[src/rtl/pe_stream_feeder.sv]
// pe_stream_feeder: drains filter/ifmap FIFOs into local storage and streams
// sliding-window operand pairs to a PE over valid/ready.
module pe_stream_feeder #(
   parameter int DATA_WIDTH = 16,
   parameter int MAX_FLTR   = 8,
   parameter int CNT_WIDTH  = 8
) (
   input  logic                      pe_clk,
   input  logic                      rstn,
   input  logic                      start,
   input  logic [$clog2(MAX_FLTR):0] cfg_fltr_len,
   input  logic [CNT_WIDTH-1:0]      cfg_ifmap_len,
   input  logic                      pre_fill_done_sync,
   input  logic                      fltr_empty,
   input  logic                      ifmap_empty,
   output logic                      fltr_rd_en,
   output logic                      ifmap_rd_en,
   input  logic [DATA_WIDTH-1:0]     fltr_rd_data,
   input  logic [DATA_WIDTH-1:0]     ifmap_rd_data,
   output logic                      pe_valid,
   input  logic                      pe_ready,
   output logic [DATA_WIDTH-1:0]     pe_ifmap,
   output logic [DATA_WIDTH-1:0]     pe_fltr,
   output logic                      pe_last,
   output logic [CNT_WIDTH-1:0]      pe_win_idx,
   output logic                      busy,
   output logic                      done,
   output logic                      cfg_err
);
   localparam int IW = $clog2(MAX_FLTR);
   localparam logic [IW:0] MAX_S = MAX_FLTR[IW:0];

   typedef enum logic [2:0] {IDLE, WAIT_FILL, LOAD_FLTR, LOAD_WIN, STREAM, SLIDE, DONE} state_t;

   state_t                state;
   logic [DATA_WIDTH-1:0] fltr_mem [MAX_FLTR];
   logic [DATA_WIDTH-1:0] win [MAX_FLTR];
   logic [IW-1:0]         s_m1, rcv, k;
   logic [IW:0]           iss;
   logic [CNT_WIDTH-1:0]  last_o, o;
   logic                  f_pend, i_pend, cfg_ok;

   assign cfg_ok = cfg_fltr_len != '0 && cfg_fltr_len <= MAX_S &&
                   cfg_ifmap_len >= CNT_WIDTH'(cfg_fltr_len);
   // read strobes are combinational on the empty flags so a read is never issued into an empty FIFO
   assign fltr_rd_en  = state == LOAD_FLTR && !fltr_empty && iss <= {1'b0, s_m1};
   assign ifmap_rd_en = !ifmap_empty && (state == LOAD_WIN ? iss <= {1'b0, s_m1} :
                                         state == SLIDE && iss == '0);
   assign pe_valid   = state == STREAM;
   assign pe_ifmap   = win[k];
   assign pe_fltr    = fltr_mem[k];
   assign pe_last    = pe_valid && k == s_m1;
   assign pe_win_idx = o;
   assign busy       = state != IDLE;
   assign done       = state == DONE;

   always_ff @(posedge pe_clk or negedge rstn) begin
      if (!rstn) begin
         state    <= IDLE;
         s_m1     <= '0;
         last_o   <= '0;
         iss      <= '0;
         rcv      <= '0;
         k        <= '0;
         o        <= '0;
         f_pend   <= 1'b0;
         i_pend   <= 1'b0;
         cfg_err  <= 1'b0;
         fltr_mem <= '{default: '0};
         win      <= '{default: '0};
      end else begin
         cfg_err <= 1'b0;
         f_pend  <= fltr_rd_en;
         i_pend  <= ifmap_rd_en;
         if (fltr_rd_en || ifmap_rd_en) iss <= iss + 1'b1;
         case (state)
            IDLE: begin
               if (start && cfg_ok) begin
                  s_m1   <= IW'(cfg_fltr_len - 1'b1);
                  last_o <= cfg_ifmap_len - CNT_WIDTH'(cfg_fltr_len);
                  iss    <= '0;
                  rcv    <= '0;
                  k      <= '0;
                  o      <= '0;
                  state  <= WAIT_FILL;
               end else begin
                  cfg_err <= start;
               end
            end
            WAIT_FILL: state <= pre_fill_done_sync ? LOAD_FLTR : WAIT_FILL;
            LOAD_FLTR: begin
               if (f_pend) begin
                  fltr_mem[rcv] <= fltr_rd_data;
                  rcv           <= rcv + 1'b1;
                  if (rcv == s_m1) begin
                     rcv   <= '0;
                     iss   <= '0;
                     state <= LOAD_WIN;
                  end
               end
            end
            LOAD_WIN: begin
               if (i_pend) begin
                  win[rcv] <= ifmap_rd_data;
                  rcv      <= rcv + 1'b1;
                  if (rcv == s_m1) begin
                     rcv   <= '0;
                     k     <= '0;
                     o     <= '0;
                     state <= STREAM;
                  end
               end
            end
            STREAM: begin
               if (pe_ready) begin
                  k <= k == s_m1 ? '0 : k + 1'b1;
                  if (k == s_m1) begin
                     iss   <= '0;
                     state <= o == last_o ? DONE : SLIDE;
                  end
               end
            end
            SLIDE: begin
               if (i_pend) begin
                  for (int i = 0; i < MAX_FLTR - 1; i++) win[i] <= win[i+1];
                  win[s_m1] <= ifmap_rd_data;
                  o         <= o + 1'b1;
                  state     <= STREAM;
               end
            end
            default: state <= IDLE;
         endcase
      end
   end
endmodule

[config.mk]
export PLATFORM = sky130hd
export DESIGN_NAME = pe_stream_feeder
export DESIGN_NICKNAME = d
export VERILOG_FILES = /design/src/rtl/pe_stream_feeder.sv
export SDC_FILE = /design/constraint.sdc
export NUM_CORES = 1
export LEC_CHECK = 0
export ABC_AREA = 1
export BUFFER_PORTS_ARGS = -buffer_cell sky130_fd_sc_hd__buf_2
export CAP_MARGIN = 20
export CORE_MARGIN = 3
export CORE_UTILIZATION = 50
export CTS_BUF_LIST = sky130_fd_sc_hd__clkbuf_8
export CTS_CLUSTER_DIAMETER = 30
export DETAILED_ROUTE_END_ITERATION = 6
export PLACE_DENSITY = 0.65
export SLEW_MARGIN = 0
export SYNTH_ARGS = -nofsm -noshare
export SYNTH_HDL_FRONTEND = slang
export SYNTH_SLANG_ARGS = --single-unit
[constraint.sdc]
create_clock -name pe_clk -period 1.99 [get_ports pe_clk]
set_clock_uncertainty 0.15 [all_clocks]
set_input_delay 0.2985 -clock pe_clk [delete_from_list [all_inputs] [get_ports pe_clk]]
set_output_delay 0.2985 -clock pe_clk [all_outputs]
set_load 0.03 [all_outputs]
==> flow_summary_export.csv <==
group,metric,value,unit
status,status,"finished with violations",
status,violations,"setup timing",
sta,finalCritPeriodShare,130,%
logic_synthesis,netlist_area,0.0150,mm2
sta,maxSlewViolCount,0,
detailed_routing,vias_per_cell,5.70,
power,switchingPower,10800,uW
logic_synthesis,yosys.area.top_type,"dfrtp_1",
logic_synthesis,synthCells,1941,
logic_synthesis,ys_warn_count,0,
logic_synthesis,synth_compound_area_share,22.2,%
placement,placed_area,0.0169,mm2
power,p_sw_share,38.9,%
logic_synthesis,syn_nets,2006,
logic_synthesis,synth_top_area_share,48.5,%
power,p_total,27900,uW
setup_path,critPathRequiredTime,1.54,ns
clock_network,cts_sinks,291,
setup_path,cp-start-kind,"register",
worst_hold_path,whs_path_depth,3,
sta,fin_ws,-0.590,ns
power,pwr-share-seq,31.0,%
final_layout,drive_gt1_share,23.7,%
power,cellLeakagePower,0.00967,uW
setup_path,slowest_delay,0.52,ns
setup_path,r2r_cells,15,
sta,setup_viol_count_final,59,
logic_synthesis,synth-xor-area-share,1.22,%
final_layout,nets,2243,
sta,fin_setup_tns,-19.16,ns
power,ir_worst_vdd,0.000852,V
worst_hold_path,holdCritPathClass,"in2reg",
sta,fmax,0.388,GHz
placement,hpwl,26500,um
setup_path,crit_type,"reg2out",
setup_path,worstPathCellList,"buf_12 -> buf_12 -> nor2_1 -> o22ai_2 -> nor2_2 -> a31oi_4 -> buf_4",
logic_synthesis,synth.area.top_cells,"dfrtp_1 (48%), nand2_1 (12%), o21ai_0 (7.2%)",
global_routing,grt_pass1_vias,14200,
detailed_routing,wl_per_cell,18.8,um
setup_path,timing.rr.start,"iss[1]",
detailed_routing,drt_first_pass_iters,6,
placement,gp_congestion,0.881,
setup_path,cp.arrival,2.13,ns
final_layout,synthToLayoutAreaGrowth,36.8,%
clock_network,cts_made_buffers,70,
setup_path,cp_top_family,"buffers and inverters",
placement,port_buffers,97,
worst_hold_path,hold_end,"last_o[1]",
sta,holdWs,0.0139,ns
detailed_routing,ant_nets,0,
logic_synthesis,ys_ff_latch,291,
detailed_routing,vias,14900,
sta,slew_headroom,66.5,%
setup_path,path_common_cell,"buf_12",
clock_network,path_clk_slew,0.06,ns
floorplanning,num_io_pins,98,
run,cap_violations,0,
worst_hold_path,min_from,"cfg_fltr_len[1]",
final_layout,diodes,0,
clock_network,cts_root_buf,"clkbuf_8",
sta,hold_violations,0,
global_routing,grt_max_degree,54,
logic_synthesis,avgSynthCellArea,7.74,um2
floorplanning,die-area,0.0322,mm2
floorplanning,start_util,51.5,%
logic_synthesis,yosysUniqueCellTypes,42,
global_routing,groute.usage.overall,28.0,%
logic_synthesis,synthAdderAreaFrac,1.22,%
clock_network,cts_tree,"done",
detailed_routing,wl,49200,um
sta,worst_pin_slew,0.502,ns
logic_synthesis,synth.area.mux_share,1.00,%
clock_network,cts_buffer_depth,3,
detailed_routing,drc,0,
clock_network,htreeDepth,3,
floorplanning,core-area,0.0292,mm2
floorplanning,die_y,179,um
floorplanning,die-width,179,um
floorplanning,row_count,62,
global_routing,grt_pass1_wl,72200,um
clock_network,insertion_delay,0.59,ns
setup_path,critPathBufInv,3,
setup_path,worst-path-max-fanout,21,
logic_synthesis,yosysSeqAreaShare,48.5,%
setup_path,worstReg2RegEnd,"i_pend",
logic_synthesis,synth_top_family_by_area,"compound AO/OA/AOI/OAI gates",
power,p_comb_share,40.9,%
setup_path,cp_slowest_cell,"dfrtp_4",
power,p_per_area,1360,mW/mm2
detailed_routing,drt-initial-drc-count,1140,
global_routing,grt-ovfl-total,0,
global_routing,antenna_found_initial,0,
power,p_clk_share,28.1,%
sta,final.min_clock_period,2.58,ns
sta,rsz0062_at_grt,"yes",
final_layout,fin_area,0.0205,mm2
final_layout,utilization,70.4,%
power,internal_power,17000,uW
setup_path,rrSetupSlack,-0.16,ns
setup_path,critPathCaptureType,"output port",
logic_synthesis,synthSimpleGateAreaFrac,19.0,%
-- logic make-up (layout without fill, tap and decap cells) --
kind of cell | Yosys count | in the layout
compound gates | 621 | 621
xor+xnor | 21 | 21
fa+ha+maj | 14 | 14
buf+inv | 256 | 547
flops | 291 | 291
mux | 15 | 15
simple gates | 723 | 723
-- synthesized netlist by cell type, drive strengths merged --
master	number
a21oi	95
a31oi	32
and3	1
buf	47
clkbuf	85
clkinv	1
dfrtp	291
fa	1
ha	13
inv	123
mux2i	15
nand2	472
nand3	29
nand3b	3
nand4	8
nor2	195
nor3	7
nor4	2
o211ai	34
o21ai	408
o21bai	1
o22ai	47
o31ai	4
or2	6
xnor2	12
xor2	9
-- routing by layer --
layer	share of wire [%]	global-route usage, %	vias up
li1	-	-	6992
met1	42	37.2	7186
met2	48	47.1	597
met3	6.7	3.75	133
met4	3.4	10.6	0
met5	0	0	-
-- cell type report --
cell class / count / area, um2
Sequential cell: 291 / 7290
Tap cell: 384 / 480
Fill cell: 2246 / 8620
Clock buffer: 86 / 1180
Clock inverter: 40 / 392
Inverter: 124 / 503
Timing Repair Buffer: 297 / 3260
Multi-Input combinational cell: 1394 / 7440
-- stage by stage --
stage | std cells | worst slack [ns]
floorplan | 1941 | -0.00991
global placement | 2384 | -0.197
detailed placement | 2384 | -0.269
CTS | 2573 | -0.600
global route | 2616 | -0.696
finish | 2616 | -0.590
-- layout by cell type, fill, tap and decap left out, types with 42 or more instances in the layout --
| master | netlist | layout |
|---|---|---|
| o21ai_0 | 216 | 189 |
| nand2_1 | 469 | 442 |
| o21ai_1 | 191 | 201 |
| o22ai_1 | 47 | 43 |
| buf_4 | 1 | 78 |
| nor2_1 | 192 | 166 |
| a21oi_1 | 90 | 88 |
| inv_1 | 107 | 110 |
| clkbuf_8 | 0 | 86 |
| buf_12 | 0 | 42 |
| buf_6 | 2 | 53 |
| dfrtp_1 | 291 | 285 |
| buf_2 | 40 | 59 |
-- worst max-delay path by stage --
stage / from / endpoint / slack, ns / cells after the start
floorplan: cfg_ifmap_len[0] / pe_win_idx[6] / -0.01 / 12
finish: k[0] / pe_ifmap[6] / -0.59 / 7
global placement: cfg_fltr_len[0] / pe_win_idx[7] / -0.20 / 11
global route: k[0] / pe_fltr[11] / -0.70 / 7
CTS: k[0] / pe_ifmap[6] / -0.60 / 6
detailed placement: cfg_fltr_len[0] / pe_win_idx[6] / -0.27 / 11
-- power groups by stage --
stage / Combinational [uW] / Clock (uW) / Sequential (uW)
after floorplan: 6330 / 0 / 8280
after global placement: 8870 / 0 / 8590
after detailed placement: 9050 / 0 / 8640
after CTS: 10200 / 7920 / 8570
after global routing: 12400 / 8240 / 8830
final: 11400 / 7820 / 8650
-- registers in the layout (all words and copies together), names as in the netlist, 3 cells and up --
name and cells:
fltr_mem 128, iss 4, k 3, last_o 8, pe_win_idx 8, rcv 3, s_m1 3, state 3
win 128
-- repair_timing --
item | in CTS | in global routing
pin swaps | 18 | 39
hold endpoints to repair | 446 | 1
endpoints found under the setup margin | 45 | 157
hold buffers | 43 | 1
resized for setup | 132 | 152
gates cloned | 2 | 19
setup buffers | 22 | 37
-- worst register-to-register path, delay by kind of cell, from the launching register on --
| family | cells | cell delay (ns) |
|---|---|---|
| buffers and inverters | 9 | 0.79 |
| flip-flops | 1 | 0.41 |
| adder cells (fa/ha/maj) | 1 | 0.31 |
| AND/OR/NAND/NOR | 4 | 0.29 |
| AO/OA/AOI/OAI | 1 | 0.10 |
No activity file was read; power rests on OpenSTA's default activity.
